==> src/rtl/fifo_pkg.sv <==
// Shared definitions for the FIFO pointer controller: occupancy state
// encoding and the default pointer width.
package fifo_pkg;

    localparam int DEFAULT_SIZE = 4;

    typedef enum logic [1:0] {
        EMPTY   = 2'd0,
        PARTIAL = 2'd1,
        FULL    = 2'd2
    } fifo_state_t;

endpackage

==> src/rtl/fifo_ptr_ctrl_ptr_counter.sv <==
// SIZE-bit wrapping address counter with enable and synchronous
// active-low reset. Natural binary overflow provides the modulo-DEPTH wrap.
module ptr_counter #(
    parameter int SIZE = 4
) (
    input  logic            clk,
    input  logic            rst_n,
    input  logic            en_i,
    output logic [SIZE-1:0] ptr_o
);

    localparam logic [SIZE-1:0] PTR_ONE = SIZE'(1);

    logic [SIZE-1:0] ptr_q;
    logic [SIZE-1:0] ptr_d;

    // Advance by one when enabled; DEPTH-1 rolls over to 0.
    always_comb begin
        ptr_d = ptr_q;
        if (en_i) begin
            ptr_d = ptr_q + PTR_ONE;
        end
    end

    // Pointer register, cleared by reset.
    always_ff @(posedge clk) begin
        if (!rst_n) begin
            ptr_q <= '0;
        end else begin
            ptr_q <= ptr_d;
        end
    end

    assign ptr_o = ptr_q;

endmodule

==> src/rtl/fifo_ptr_ctrl.sv <==
// FIFO pointer/occupancy controller. Generates read and write addresses,
// accept handshakes, occupancy count, threshold flags and sticky error
// flags for an external DEPTH-entry RAM. No fall-through: a read in EMPTY
// is refused even when a write arrives in the same cycle.
module fifo_ptr_ctrl
    import fifo_pkg::*;
#(
    parameter int SIZE     = DEFAULT_SIZE,
    parameter int AF_LEVEL = (2 ** SIZE) - 2,
    parameter int AE_LEVEL = 2
) (
    input  logic            clk,
    input  logic            rst_n,
    input  logic            wr_en,
    input  logic            rd_en,
    input  logic            clr_err,
    output logic [SIZE-1:0] w_pointer,
    output logic [SIZE-1:0] r_pointer,
    output logic            wr_ack,
    output logic            rd_ack,
    output logic [SIZE:0]   count,
    output logic            full,
    output logic            almost_full,
    output logic            almost_empty,
    output logic            overflow,
    output logic            underflow
);

    localparam logic [SIZE:0] DEPTH_CNT = (SIZE + 1)'(2 ** SIZE);
    localparam logic [SIZE:0] LAST_CNT  = DEPTH_CNT - (SIZE + 1)'(1);
    localparam logic [SIZE:0] ONE_CNT   = (SIZE + 1)'(1);
    localparam logic [SIZE:0] AF_CNT    = (SIZE + 1)'(AF_LEVEL);
    localparam logic [SIZE:0] AE_CNT    = (SIZE + 1)'(AE_LEVEL);

    fifo_state_t   state_q, state_d;
    logic [SIZE:0] count_q, count_d;
    logic          full_q, full_d;
    logic          af_q, af_d;
    logic          ae_q, ae_d;
    logic          ovf_q, ovf_d;
    logic          unf_q, unf_d;

    // Accept handshakes: reads need data present; a write into FULL is
    // accepted only when a read frees a slot in the same cycle.
    always_comb begin
        rd_ack = rst_n && rd_en && (state_q != EMPTY);
        wr_ack = rst_n && wr_en && ((state_q != FULL) || rd_ack);
    end

    // Occupancy and state update; simultaneous accept leaves count as is.
    always_comb begin
        count_d = count_q;
        unique case ({wr_ack, rd_ack})
            2'b10:   count_d = count_q + ONE_CNT;
            2'b01:   count_d = count_q - ONE_CNT;
            default: count_d = count_q;
        endcase

        state_d = state_q;
        unique case (state_q)
            EMPTY: begin
                if (wr_ack && !rd_ack) begin
                    state_d = PARTIAL;
                end
            end
            PARTIAL: begin
                if (rd_ack && !wr_ack && (count_q == ONE_CNT)) begin
                    state_d = EMPTY;
                end else if (wr_ack && !rd_ack && (count_q == LAST_CNT)) begin
                    state_d = FULL;
                end
            end
            FULL: begin
                if (rd_ack && !wr_ack) begin
                    state_d = PARTIAL;
                end
            end
            default: state_d = EMPTY;
        endcase
    end

    // Flags decoded from the next count so they line up with count itself;
    // a fresh error event takes priority over clr_err.
    always_comb begin
        full_d = (count_d == DEPTH_CNT);
        af_d   = (count_d >= AF_CNT);
        ae_d   = (count_d <= AE_CNT);

        ovf_d = ovf_q;
        if (wr_en && !wr_ack) begin
            ovf_d = 1'b1;
        end else if (clr_err) begin
            ovf_d = 1'b0;
        end

        unf_d = unf_q;
        if (rd_en && !rd_ack) begin
            unf_d = 1'b1;
        end else if (clr_err) begin
            unf_d = 1'b0;
        end
    end

    // Control registers; reset discards any occupancy.
    always_ff @(posedge clk) begin
        if (!rst_n) begin
            state_q <= EMPTY;
            count_q <= '0;
            full_q  <= 1'b0;
            af_q    <= 1'b0;
            ae_q    <= 1'b1;
            ovf_q   <= 1'b0;
            unf_q   <= 1'b0;
        end else begin
            state_q <= state_d;
            count_q <= count_d;
            full_q  <= full_d;
            af_q    <= af_d;
            ae_q    <= ae_d;
            ovf_q   <= ovf_d;
            unf_q   <= unf_d;
        end
    end

    // Write and read address counters, each stepped by its own accept.
    ptr_counter #(.SIZE(SIZE)) u_wptr (
        .clk   (clk),
        .rst_n (rst_n),
        .en_i  (wr_ack),
        .ptr_o (w_pointer)
    );

    ptr_counter #(.SIZE(SIZE)) u_rptr (
        .clk   (clk),
        .rst_n (rst_n),
        .en_i  (rd_ack),
        .ptr_o (r_pointer)
    );

    assign count        = count_q;
    assign full         = full_q;
    assign almost_full  = af_q;
    assign almost_empty = ae_q;
    assign overflow     = ovf_q;
    assign underflow    = unf_q;

endmodule

==> config.mk <==
export PLATFORM = sky130hd
export DESIGN_NAME = fifo_ptr_ctrl
export DESIGN_NICKNAME = d
export VERILOG_FILES = /design/src/rtl/fifo_pkg.sv /design/src/rtl/fifo_ptr_ctrl_ptr_counter.sv /design/src/rtl/fifo_ptr_ctrl.sv
export SDC_FILE = /design/constraint.sdc
export NUM_CORES = 1
export LEC_CHECK = 0
export ABC_AREA = 1
export CAP_MARGIN = 0
export CELL_PAD_IN_SITES_DETAIL_PLACEMENT = 1
export CELL_PAD_IN_SITES_GLOBAL_PLACEMENT = 1
export CORE_ASPECT_RATIO = 1.5
export CORE_MARGIN = 2
export CORE_UTILIZATION = 37
export CTS_CLUSTER_DIAMETER = 200
export DETAILED_ROUTE_END_ITERATION = 8
export MAX_ROUTING_LAYER = met4
export PLACE_DENSITY = 0.89
export SYNTH_ARGS = -nofsm -noshare
export SYNTH_HDL_FRONTEND = slang
export SYNTH_SLANG_ARGS = --single-unit
==> constraint.sdc <==
create_clock -name clk -period 2.7 [get_ports clk]
set_input_delay 0.54 -clock clk [delete_from_list [all_inputs] [get_ports clk]]
set_output_delay 0.54 -clock clk [all_outputs]
set_load 0.01 [all_outputs]
==> results.py <==
metrics = {
    "sta": {
        "final_hold_viol_count": 0,
        "fmax_mhz": 393,
        "period_needed_ps": 2540,
        "slew_viol_final": 0,
        "rsz0062_at_grt": "no",
        "worst_pin_slew_ps": 322,
        "holdWs_ps": 482,
        "fin_skew_ps": 5.48,
        "setup_viol": 0,
        "finalCritPeriodShare_pct": 94.2,
        "relSlewSlack_pct": 78.5,
        "final.setup.tns_ps": 0,
    },
    "yosys": {
        "syn_nets": 168,
        "ys_seq_elements": 20,
        "synth_compound_area_share_pct": 7.45,
        "synth_seq_area_share_pct": 36.7,
        "syn_area_per_cell_sq_um": 6.96,
        "synth_mux_area_share_pct": 0,
        "synth-simple-area-share_pct": 39.1,
        "synthXorXnorAreaFrac_pct": 1.60,
        "netlist_instances": 157,
        "syn_area_sq_um": 1090,
        "synthAdderAreaFrac_pct": 6.87,
        "ys_types": 26,
        "ys_warn_count": 0,
        "synth_top_family_by_area": "simple AND/OR/NAND/NOR gates",
    },
    "die": {
        "initial_core_util_pct": 38.3,
        "core_sq_um": 2850,
        "die_w_um": 48.4,
        "io_pins": 25,
        "dieArea_sq_um": 3410,
        "die_h_um": 70.5,
        "rows": 24,
    },
    "worst_setup_path": {
        "worstPathCellList": "clkdlybuf4s50_1, inv_1, nand3_1, nand2_2, inv_1, clkdlybuf4s50_1",
        "r2r-start": "count[0]",
        "crit_path_end_kind": "primary output",
        "cp_slowest_cell": "clkdlybuf4s50_1",
        "max_stage_delay_ps": 540,
        "critPathRequiredTime_ps": 2160,
        "crit_type": "input port to primary output",
        "crit_path_start": "rd_en",
        "cp.arrival_ps": 2000,
        "critPathMaxFanout": 5,
        "startpoint_type": "input port",
    },
    "clock_tree": {
        "post_cts_buffers": 0,
        "clock_path_buffers": 2,
        "cts_buffers": 3,
        "clk_pin_slew_ps": 80,
        "cts_root_buf": "clkbuf_8",
        "ctsHoldBuffers": 0,
        "clk_latency_ps": 260,
        "clkSinkCount": 20,
        "cts_tree": "done",
        "cts_resized": 0,
        "cts.htree.levels": 1,
    },
    "routing": {
        "wire_per_inst_um": 13.9,
        "wl_mm": 3.11,
        "postRouteAntennaNets": 0,
        "wirelength_met1_mm": 1.04,
        "wl_met2_mm": 1.88,
        "routed_via_density": 4.97,
        "drc_errors": 0,
        "highest_layer": "met4",
        "vias": 1114,
        "drtIter0Drc": 8,
        "first_pass_iters": 4,
        "wl_met3_um": 95,
    },
    "place": {
        "dp_hpwl_mm": 2.54,
        "gp_congestion": 0.810,
        "place_area_sq_um": 1390,
        "place_inst": 220,
        "portBuffers": 24,
    },
    "pwr": {
        "ir_drop_v": 0.000359,
        "cellLeakagePower_nw": 0.699,
        "p_per_area_nw_per_um2": 639,
    },
    "layout": {
        "fill_cells": 375,
        "final_common_cell": "nand2_1",
        "n_antenna_cell": 0,
        "stdcell_count": 224,
        "final_cell_mix": "nand2_1 (38), clkdlybuf4s50_1 (23), inv_1 (21)",
        "post-route-util_pct": 51.2,
        "final_area_sq_um": 1460,
        "drive_above_1_share_pct": 9.19,
        "seq_area_sq_um": 400,
        "syn2layout_area_growth_pct": 33.8,
        "multi_input_area_sq_um": 601,
        "nNetsFinal": 197,
    },
    "min_path": {
        "hold_path.class": "flip-flop to flip-flop",
        "min_from": "u_wptr.ptr_o[3]",
    },
    "flow_run": {
        "max-cap-violations": 0,
    },
    "grt": {
        "grt_pass1_wl_mm": 5.28,
        "grt_max_degree": 13,
        "gr-usage-all-layers_pct": 20.6,
        "grt_pass1_vias": 1212,
        "overflow": 0,
        "antenna_found_initial": 0,
    },
    "outcome": {
        "status": "completed",
    },
}
-- stage by stage --
stage,worst slack (ps),power (mW)
after floorplan,1160,0.532
after detailed placement,97.2,0.643
after global routing,69.9,0.991
final,157,0.933
after CTS,87.5,0.944
after global placement,175,0.624
-- worst max-delay path: cells and delay by family --
| family | cells | cell delay, ps |
|---|---|---|
| buffers and inverters | 4 | 1200 |
| and+or+nand+nor | 2 | 270 |
-- power by group --
| group | switching [mW] | internal (mW) | total [mW] |
|---|---|---|---|
| Combinational | 0.161 | 0.114 | 0.275 |
| Clock | 0.100 | 0.198 | 0.298 |
| Sequential | 0.0358 | 0.325 | 0.361 |
-- path summary, 6_finish.rpt --
kind | slack (ps) | cells past startpoint | to
worst max register to register | 940 | 8 | full
worst max-delay path | 160 | 6 | wr_ack
worst min-delay path | 480 | 2 | u_wptr.ptr_o[3]
worst min register to register | 480 | 2 | u_wptr.ptr_o[3]
-- final cells by class --
| class | instances | share of cell area [%] |
|---|---|---|
| clock inverter | 1 | 2.05 |
| inverter | 22 | 5.65 |
| clock buffer | 3 | 2.83 |
| timing repair buffer | 26 | 17.6 |
| tap | 39 | 3.34 |
| sequential | 20 | 27.4 |
| multi-input combinational | 113 | 41.1 |
-- sequential cells by signal (all words and copies together), names as in the netlist --
signal and flops:
overflow 1, u_wptr.ptr_o 4, almost_empty 1, underflow 1
u_rptr.ptr_o 4, almost_full 1, state_q 2, full 1
count 5
-- per-layer routing --
layer	global-route usage (%)	up-vias
li1	-	557
met1	16.9	520
met2	42.3	26
met3	2.95	11
met4	11.4	0
met5	-	-
-- cell usage after synthesis --
| library cell | count | area, sq um |
|---|---|---|
| nand2_1 | 38 | 143 |
| inv_1 | 21 | 78.8 |
| dfxtp_1 | 20 | 400 |
| nand3_1 | 19 | 95.1 |
| nor2_1 | 17 | 63.8 |
| ha_1 | 6 | 75.1 |
| a21oi_1 | 5 | 25.0 |
| o21ai_0 | 5 | 25.0 |
| nand2_2 | 3 | 18.8 |
| nor2_2 | 3 | 18.8 |
| nand3_2 | 2 | 20.0 |
| nand4_1 | 2 | 12.5 |
| o22ai_1 | 2 | 12.5 |
| xor2_1 | 2 | 17.5 |
| a31oi_1 | 1 | 6.26 |
| and3_1 | 1 | 6.26 |
| buf_2 | 1 | 5.00 |
| clkbuf_1 | 1 | 3.75 |
| clkinv_1 | 1 | 3.75 |
| nand2_4 | 1 | 11.3 |
| nor2_8 | 1 | 20.0 |
| nor3_1 | 1 | 5.00 |
| o211ai_1 | 1 | 7.51 |
| o21ai_1 | 1 | 5.00 |
| or2_1 | 1 | 6.26 |
| or2_2 | 1 | 6.26 |
-- cell families (layout without fill, tap and decap cells) --
family | after synthesis | in the layout
simple gates | 90 | 90
buf+inv | 24 | 52
flops | 20 | 20
compound gates | 15 | 15
fa+ha+maj | 6 | 6
xor+xnor | 2 | 2
Note: power is estimated with default switching activity, not from simulation.
